<file path="src/rtl/seg_scan_capture.sv">
// Receive side of a multiplexed 7-segment bus: settles, inverse-decodes and frames digits.
// Optional CHANGE_ONLY_EN: present a completed frame only if it differs from the last one presented.
module seg_scan_capture #(
  parameter int unsigned NUM_DIGITS = 4,
  parameter int unsigned SETTLE_CYC = 4,
  parameter int unsigned CNT_W      = 3
) (
  input  logic                      clk,
  input  logic                      rst_n,
  input  logic [6:0]                seg_in,
  input  logic [NUM_DIGITS-1:0]     dig_sel_n,
  output logic [4*NUM_DIGITS-1:0]   out_data,
  output logic                      out_valid,
  input  logic                      out_ready,
  output logic                      pat_err,
  output logic                      sel_err,
  output logic                      overrun,
  input  logic                      clr_err
);

  localparam int unsigned FRAME_W = 4 * NUM_DIGITS;

  typedef enum logic [1:0] {
    S_IDLE,
    S_SETTLE,
    S_CAPTURE,
    S_HOLD
  } state_e;

  state_e                 state_q, state_d;
  logic [6:0]             seg_s1_q, seg_s2_q, seg_p_q;
  logic [NUM_DIGITS-1:0]  sel_s1_q, sel_s2_q, sel_p_q;
  logic [NUM_DIGITS-1:0]  hold_sel_q, hold_sel_d;
  logic [CNT_W-1:0]       cnt_q, cnt_d;
  logic [FRAME_W-1:0]     slot_q, slot_d;
  logic [NUM_DIGITS-1:0]  mask_q, mask_d;
  logic [FRAME_W-1:0]     out_data_q, out_data_d;
  logic                   out_valid_q, out_valid_d;
  logic                   pat_err_q, pat_err_d;
  logic                   sel_err_q, sel_err_d;
  logic                   overrun_q, overrun_d;
`ifdef CHANGE_ONLY_EN
  logic [FRAME_W-1:0]     last_q, last_d;
  logic                   has_last_q, has_last_d;
`endif

  logic [NUM_DIGITS-1:0]  sel_act;
  logic [NUM_DIGITS-1:0]  cap_act;
  logic                   any_sel;
  logic                   stable;
  logic                   one_hot;
  logic [4:0]             dec;
  logic                   dup;
  logic                   pat_set, sel_set, ovr_set;

  // Returns {valid, nibble} for an active-low g..a pattern.
  function automatic logic [4:0] decode(input logic [6:0] s);
    case (s)
      7'b1000000: decode = 5'h10;
      7'b1111001: decode = 5'h11;
      7'b0100100: decode = 5'h12;
      7'b0110000: decode = 5'h13;
      7'b0011001: decode = 5'h14;
      7'b0010010: decode = 5'h15;
      7'b0000010: decode = 5'h16;
      7'b1111000: decode = 5'h17;
      7'b0000000: decode = 5'h18;
      7'b0010000: decode = 5'h19;
      7'b0001000: decode = 5'h1A;
      7'b0000011: decode = 5'h1B;
      7'b1000110: decode = 5'h1C;
      7'b0100001: decode = 5'h1D;
      7'b0000110: decode = 5'h1E;
      7'b0001110: decode = 5'h1F;
      default:    decode = 5'h00;
    endcase
  endfunction

  // Synchroniser plus one-cycle-delayed copy for change detection; idle bus level is all ones.
  always_ff @(posedge clk or negedge rst_n) begin
    if (!rst_n) begin
      seg_s1_q <= '1;
      seg_s2_q <= '1;
      seg_p_q  <= '1;
      sel_s1_q <= '1;
      sel_s2_q <= '1;
      sel_p_q  <= '1;
    end else begin
      seg_s1_q <= seg_in;
      seg_s2_q <= seg_s1_q;
      seg_p_q  <= seg_s2_q;
      sel_s1_q <= dig_sel_n;
      sel_s2_q <= sel_s1_q;
      sel_p_q  <= sel_s2_q;
    end
  end

  // In CAPTURE the delayed copy still holds the values that were stable through SETTLE.
  assign sel_act = ~sel_s2_q;
  assign cap_act = ~sel_p_q;
  assign any_sel = |sel_act;
  assign stable  = (seg_s2_q == seg_p_q) && (sel_s2_q == sel_p_q);
  assign one_hot = (cap_act != '0) && ((cap_act & (cap_act - NUM_DIGITS'(1))) == '0);
  assign dec     = decode(seg_p_q);

`ifdef CHANGE_ONLY_EN
  assign dup = has_last_q && (slot_q == last_q);
`else
  assign dup = 1'b0;
`endif

  always_comb begin
    state_d     = state_q;
    cnt_d       = cnt_q;
    hold_sel_d  = hold_sel_q;
    slot_d      = slot_q;
    mask_d      = mask_q;
    out_data_d  = out_data_q;
    out_valid_d = out_valid_q;
    pat_set     = 1'b0;
    sel_set     = 1'b0;
    ovr_set     = 1'b0;
`ifdef CHANGE_ONLY_EN
    last_d      = last_q;
    has_last_d  = has_last_q;
`endif

    if (out_valid_q && out_ready) begin
      out_valid_d = 1'b0;
    end

    // Frame completion runs before the capture write so a same-cycle capture survives the clear.
    if (&mask_q) begin
      mask_d = '0;
      if (!dup) begin
        if (!out_valid_q || out_ready) begin
          out_data_d  = slot_q;
          out_valid_d = 1'b1;
`ifdef CHANGE_ONLY_EN
          last_d      = slot_q;
          has_last_d  = 1'b1;
`endif
        end else begin
          ovr_set = 1'b1;
        end
      end
    end

    case (state_q)
      S_IDLE: begin
        cnt_d = '0;
        if (any_sel) state_d = S_SETTLE;
      end
      S_SETTLE: begin
        if (!any_sel) begin
          state_d = S_IDLE;
        end else if (!stable) begin
          cnt_d = '0;
        end else if (cnt_q == CNT_W'(SETTLE_CYC - 1)) begin
          state_d = S_CAPTURE;
        end else begin
          cnt_d = cnt_q + CNT_W'(1);
        end
      end
      S_CAPTURE: begin
        state_d    = S_HOLD;
        hold_sel_d = sel_p_q;
        if (!one_hot) begin
          sel_set = 1'b1;
        end else if (!dec[4]) begin
          pat_set = 1'b1;
        end else begin
          for (int unsigned i = 0; i < NUM_DIGITS; i++) begin
            if (cap_act[i]) begin
              slot_d[4*i +: 4] = dec[3:0];
              mask_d[i]        = 1'b1;
            end
          end
        end
      end
      S_HOLD: begin
        if (!any_sel) begin
          state_d = S_IDLE;
        end else if (sel_s2_q != hold_sel_q) begin
          state_d = S_SETTLE;
          cnt_d   = '0;
        end
      end
      default: state_d = S_IDLE;
    endcase

    // Clear wins over a same-cycle set.
    pat_err_d = clr_err ? 1'b0 : (pat_err_q | pat_set);
    sel_err_d = clr_err ? 1'b0 : (sel_err_q | sel_set);
    overrun_d = clr_err ? 1'b0 : (overrun_q | ovr_set);
  end

  always_ff @(posedge clk or negedge rst_n) begin
    if (!rst_n) begin
      state_q     <= S_IDLE;
      cnt_q       <= '0;
      hold_sel_q  <= '1;
      slot_q      <= '0;
      mask_q      <= '0;
      out_data_q  <= '0;
      out_valid_q <= 1'b0;
      pat_err_q   <= 1'b0;
      sel_err_q   <= 1'b0;
      overrun_q   <= 1'b0;
`ifdef CHANGE_ONLY_EN
      last_q      <= '0;
      has_last_q  <= 1'b0;
`endif
    end else begin
      state_q     <= state_d;
      cnt_q       <= cnt_d;
      hold_sel_q  <= hold_sel_d;
      slot_q      <= slot_d;
      mask_q      <= mask_d;
      out_data_q  <= out_data_d;
      out_valid_q <= out_valid_d;
      pat_err_q   <= pat_err_d;
      sel_err_q   <= sel_err_d;
      overrun_q   <= overrun_d;
`ifdef CHANGE_ONLY_EN
      last_q      <= last_d;
      has_last_q  <= has_last_d;
`endif
    end
  end

  assign out_data  = out_data_q;
  assign out_valid = out_valid_q;
  assign pat_err   = pat_err_q;
  assign sel_err   = sel_err_q;
  assign overrun   = overrun_q;

endmodule

</file>
<file path="config.mk">
export PLATFORM = sky130hd
export DESIGN_NAME = seg_scan_capture
export DESIGN_NICKNAME = d
export VERILOG_FILES = /design/src/rtl/seg_scan_capture.sv
export SDC_FILE = /design/constraint.sdc
export NUM_CORES = 1
export LEC_CHECK = 0
export BUFFER_PORTS_ARGS = -buffer_cell sky130_fd_sc_hd__buf_4
export CORE_ASPECT_RATIO = 1.5
export CORE_UTILIZATION = 45
export CTS_CLUSTER_SIZE = 16
export DETAILED_ROUTE_END_ITERATION = 10
export GPL_TIMING_DRIVEN = 0
export PLACE_DENSITY = 0.6
export SLEW_MARGIN = 30
export SYNTH_ARGS = -nofsm -noshare
export SYNTH_HDL_FRONTEND = slang
export SYNTH_SLANG_ARGS = --single-unit
</file>
<file path="constraint.sdc">
create_clock -name clk -period 2.4 [get_ports clk]
set_input_delay 0.24 -clock clk [delete_from_list [all_inputs] [get_ports clk]]
set_output_delay 0.24 -clock clk [all_outputs]
set_load 0.005 [all_outputs]
</file>
== Word-level counts from Yosys, hierarchy flattened ==
Index checks and enable logic that the tools add are counted.

* Register bits: 82
* Bits of input ports: 15
* Output and inout bits: 20
* Word-level logic and storage cells: 111

* Add/subtract/negate cells: 2
* Equality and inequality tests: 30
* Multiplexer cells: 35
* Bitwise logic cells: 6
* Reductions and logical operators: 19

{| class="wikitable"
|+ Operators by type and width
! cell !! count
|-
| $pmux 5 s16 || 1
|-
| $eq 7x7->1 const B || 4
|-
| $reduce_and 4->1 || 6
|-
| $eq 7x5->1 const B || 3
|-
| $eq 7x6->1 const B || 3
|-
| $mux 1 || 17
|-
| $mux 4 || 4
|-
| $mux 3 || 5
|-
| $eq 7x2->1 const B || 2
|-
| $eq 7x4->1 const B || 2
|-
| $mux 2 || 6
|-
| $ne 3x3->1 const B || 4
|-
| $reduce_and 5->1 || 2
|-
| $pmux 3 s3 || 1
|-
| $ne 2x2->1 const B || 4
|-
| $not 4->4 || 2
|-
| $pmux 2 s4 || 1
|-
| $eq 7x3->1 const B || 1
|-
| $eq 7x7->1 || 1
|-
| $logic_not 7->1 || 1
|-
| $and 4x4->4 || 1
|-
| $eq 2x2->1 const B || 2
|-
| $eq 4x4->1 || 1
|-
| $logic_not 4->1 || 1
|-
| 13 further kinds || 17
|}

== Depth between registers and ports, before layout ==
* Depth after elaboration: 9
* Mapped depth: 7
* Depth with buffers taken out: 6

== Worst setup path after synthesis ==
OpenSTA, ideal clock, no wires.

* Path type: reg2reg
* Start: reg seg_p_q[3]
* End: reg slot_q[0]
* Setup time: 128 ps
* Data arrival time: 1826 ps
* Required time: 2272 ps
* Slack: 446 ps
* Stages on the path, launching flop included: 8
* Buffers on the path: 2
* Clock period less this slack: 1954 ps
* Cells stage by stage: dfstp_2 buf_4 buf_6 nand2_1 nand4_1 nand3_4 o311ai_4 mux2_1

* Cells in the longest elaborated chain, start to end: 3
* Elaborated cells on any way between the ends: 18
* Classes of those cells: eq/ne (15); mux (1); reduce/logical (2)

{| class="wikitable"
|+ RTL lines
! item !! RTL line !! text
|-
| from (decl) || 31 || <nowiki>logic [6:0] seg_s1_q, seg_s2_q, seg_p_q;</nowiki>
|-
| from (signal assigned) || 91 || <nowiki>seg_p_q <= seg_s2_q;</nowiki>
|-
| $eq 7x4->1, or another cell as far along || 58 || <nowiki>case (s)</nowiki>
|-
| $pmux 5 s16 (*) || 58 ||
|-
| $reduce_and 4->1 (no source line) || - ||
|-
| to (signal assigned) || 218 || <nowiki>slot_q <= slot_d;</nowiki>
|-
| to (decl) || 35 || <nowiki>logic [FRAME_W-1:0] slot_q, slot_d;</nowiki>
|}

Mark *: on every way between the ends. The rest lies on a longest branch, timed or not.
A chain may end at the register's enable or synchronous reset.

== Final worst setup path ==
* Start: reg seg_p_q[3]
* End: reg slot_q[12]

The elaborated chain is that of the path after synthesis.

==> flow_metrics.env <==
export IMPL_status="finished clean"
export IMPL_fin_nets=326
export IMPL_overflow=0
export IMPL_seq_power_share=0.493
export IMPL_cts_tree="built"
export IMPL_crit_fanout=10
export IMPL_grt_max_degree=83
export IMPL_min_period_over_period=0.919
export IMPL_syn_to_final_growth_pct=19.4
export IMPL_maxCapViolCount=0
export IMPL_worst_path_max_delay_cell="dfstp_2"
export IMPL_die_h_um=111
export IMPL_crit_chain="buf_4 -> buf_6 -> nand2_1 -> nand4_1 -> nand3_4 -> o311ai_4 -> mux2_1"
export IMPL_end_kind="flip-flop"
export IMPL_synth_enable_flop_cells=0
export IMPL_ys_ff_latch=82
export IMPL_cts_root_buffer="clkbuf_16"
export IMPL_max_stage_delay_ns=0.51
export IMPL_hold_depth=1
export IMPL_r2r_start="seg_p_q[3]$_DFF_PN1_"
export IMPL_die_w_um=74.6
export IMPL_rr_worst_depth=7
export IMPL_synthesis_area_sq_um=3560
export IMPL_rrSetupSlack_ns=0.19
export IMPL_finalNonFillerCells=415
export IMPL_coreArea_sq_um=7610
export IMPL_vias=2175
export IMPL_worst_setup_path_type="flip-flop to flip-flop"
export IMPL_maxSlewViolCount=0
export IMPL_power_per_cell_area_nw_per_um2=700
export IMPL_dp_hpwl_um=4600
export IMPL_clock_sinks=82
export IMPL_synthArstFlopShare=1.00
export IMPL_antenna_found_initial=0
export IMPL_clkTransAtPathRegs_ns=0.06
export IMPL_grt_first_pass_wirelength_um=11100
export IMPL_initial_core_util=0.467
export IMPL_leakagePower_nw=1.89
export IMPL_io_pins=35
export IMPL_drive_above_1_share=0.406
export IMPL_ir_worst_vdd_mv=0.484
export IMPL_hp_start="dig_sel_n[1]"
export IMPL_synth_flop_cell="dfrtp_1"
export IMPL_syn_nets=280
export IMPL_critPathRequiredTime_ns=2.61
export IMPL_worst_setup_path_start_kind="flip-flop"
export IMPL_pwr_share_clk=0.452
export IMPL_place_congestion=0.776
export IMPL_synth_compound_area_frac=0.102
export IMPL_synth_cells=263
export IMPL_fmax_mhz=453
export IMPL_yosys_warnings=0
export IMPL_internal_power_w=0.00233
export IMPL_placed_cells=399
export IMPL_avgSynthCellArea_sq_um=13.5
export IMPL_synthAdderAreaFrac=0.00703
export IMPL_p_sw_frac=0.216
export IMPL_finalWorstPathRequiredPeriod_ns=2.21
export IMPL_min_to="sel_s1_q[1]$_DFF_PN1_"
export IMPL_grt_usage=0.181
export IMPL_synth_xor_area_frac=0.0419
export IMPL_fin_skew_ns=0.00407
export IMPL_die_area_sq_um=8270
export IMPL_drt_initial_drc_count=148
export IMPL_portBuffers=34
export IMPL_routed_wl_um=6570
export IMPL_relSlewSlack=0.519
export IMPL_synth_mux_area_frac=0.100
export IMPL_setup_tns_ns=0
export IMPL_timing_rr_end="slot_q[12]$_DFFE_PN0P_"
export IMPL_crit_arrival_ns=2.42
export IMPL_synth_cell_types=52
export IMPL_vias_per_cell=5.24
export IMPL_clockBufferDepth=2
export IMPL_rows=39
export IMPL_cts_resized=0
export IMPL_hold_class="input pin to flip-flop"
export IMPL_combPwrFrac=0.055
export IMPL_wl_per_cell_um=15.8
export IMPL_hold_worst_slack_ns=0.0124
export IMPL_synth_top_family_by_area="simple AND/OR/NAND/NOR gates"
export IMPL_synthSimpleGateAreaFrac=0.125
export IMPL_numCtsBuffers=9
export IMPL_grt_pass1_vias=2258
export IMPL_setup_viol=0
export IMPL_dp_worst_setup_slack_ns=0.183
export IMPL_rsz0062_at_grt="false"
export IMPL_antenna_cells=0
export IMPL_drc=0
export IMPL_antenna_left=0
export IMPL_switching_power_w=0.000643
export IMPL_firstDrtPassIters=4
export IMPL_hold_viol_final=0
export IMPL_yosysSeqAreaShare=0.590
export IMPL_insertion_delay_ns=0.33
export IMPL_ctsHtreeMaxLevel=3
export IMPL_setup_ws_ns=0.193
export IMPL_tightest_slew_ns=0.722
[how the worst max path moves through the flow]
| stage | depth (start not counted) | end | from | slack (ns) |
|---|---|---|---|---|
| 6_report | 7 | slot_q[12]$_DFFE_PN0P_ | seg_p_q[3]$_DFF_PN1_ | 0.19 |
| 5_1_grt | 7 | slot_q[14]$_DFFE_PN0P_ | seg_p_q[3]$_DFF_PN1_ | 0.07 |
| 4_1_cts | 7 | slot_q[12]$_DFFE_PN0P_ | seg_p_q[3]$_DFF_PN1_ | 0.17 |
| 3_5_place_dp | 7 | slot_q[13]$_DFFE_PN0P_ | seg_p_q[3]$_DFF_PN1_ | 0.18 |
| 3_3_place_gp | 7 | slot_q[13]$_DFFE_PN0P_ | seg_p_q[3]$_DFF_PN1_ | 0.20 |
| 2_1_floorplan | 7 | slot_q[0]$_DFFE_PN0P_ | seg_p_q[3]$_DFF_PN1_ | 0.45 |
[cell usage after synthesis, types with 4 or more instances]
cell type | number | area [sq um]
dfrtp_1 | 45 | 1130
buf_6 | 4 | 45.0
o2bb2ai_1 | 4 | 35.0
o21ai_0 | 7 | 35.0
xnor2_1 | 16 | 140
inv_1 | 11 | 41.3
nand2_1 | 21 | 78.8
nor2_1 | 9 | 33.8
nor3_1 | 8 | 40.0
o311ai_4 | 4 | 105
mux2_1 | 13 | 146
nand3_1 | 5 | 25.0
mux2_2 | 16 | 180
nand4_1 | 7 | 43.8
dfstp_2 | 37 | 972
[through the flow]
stage | cell area (sq um) | power [W] | utilization
after CTS | 4250 | 0.00301 | 0.558
after global routing | 4250 | 0.00307 | 0.558
after floorplan | 3560 | 0.00158 | -
after global placement | 3940 | 0.00165 | 0.518
after detailed placement | 3940 | 0.00165 | 0.518
final | 4250 | 0.00297 | 0.558
[layout make-up]
type	instances	area, sq um
Clock buffer	11	243
Timing Repair Buffer	35	269
Sequential cell	82	2100
Multi-Input combinational cell	160	1340
Tap cell	102	128
Inverter	11	41.3
Clock inverter	4	51.3
Fill cell	669	3360
Buffer	10	81.3
[routing by layer]
layer	vias up	global-route usage	share of wire
met3	19	0.0382	0.026
met4	0	0.106	0.036
met5	-	0	0
met1	1087	0.229	0.44
li1	1032	-	-
met2	37	0.280	0.50
[power groups by stage]
| stage | combinational, W | clock, W | sequential (W) |
|---|---|---|---|
| 2_1_floorplan | 0.0000967 | 0 | 0.00148 |
| 3_5_place_dp | 0.000164 | 0 | 0.00149 |
| 4_1_cts | 0.000166 | 0.00138 | 0.00147 |
| 3_3_place_gp | 0.000161 | 0 | 0.00149 |
| 6_report | 0.000163 | 0.00134 | 0.00147 |
| 5_1_grt | 0.000180 | 0.00142 | 0.00147 |
[registers in the layout, summed over array words and instances (netlist names), 3 cells and up, named ones only]
name,flops
out_data,16
slot_q,16
seg_p_q,7
seg_s1_q,7
seg_s2_q,7
hold_sel_q,4
mask_q,4
sel_p_q,4
sel_s1_q,4
sel_s2_q,4
cnt_q,3
[placed cells by master, fill, tap and decap left out, types with 3 or more instances in the layout]
master	instances
nor2b_1	3
o2bb2ai_1	4
mux2_2	16
o21ai_2	3
and3_1	3
xnor2_1	16
dfstp_2	37
o21ai_0	7
dfrtp_1	45
nand4_1	7
nand3_1	5
nand2_1	21
nor3_1	8
nor2_1	9
buf_6	5
buf_4	36
nor3b_1	3
clkbuf_16	9
mux2_1	13
o311ai_4	4
inv_1	11
mux2i_1	3
[repair_timing]
item,4_1_cts,5_1_grt
hold buffers,1,0
setup buffers,0,0
endpoints found under the hold margin,45,0
[cells by family (layout without fill, tap and decap cells)]
family,Yosys count,in the layout
multiplexers,32,32
flip-flops,82,82
buffers and inverters,21,71
AO/OA/AOI/OAI,36,36
AND/OR/NAND/NOR,73,73
adder cells (fa/ha/maj),2,2
XOR/XNOR,17,17
[critical path, delay by kind of cell (launching register included)]
family | cells | cell delay, ns
AOI/OAI and AO/OA | 1 | 0.48
buffers and inverters | 2 | 0.29
muxes | 1 | 0.36
DFF | 1 | 0.51
and+or+nand+nor | 3 | 0.42
Note: power is estimated with default switching activity, not from simulation.
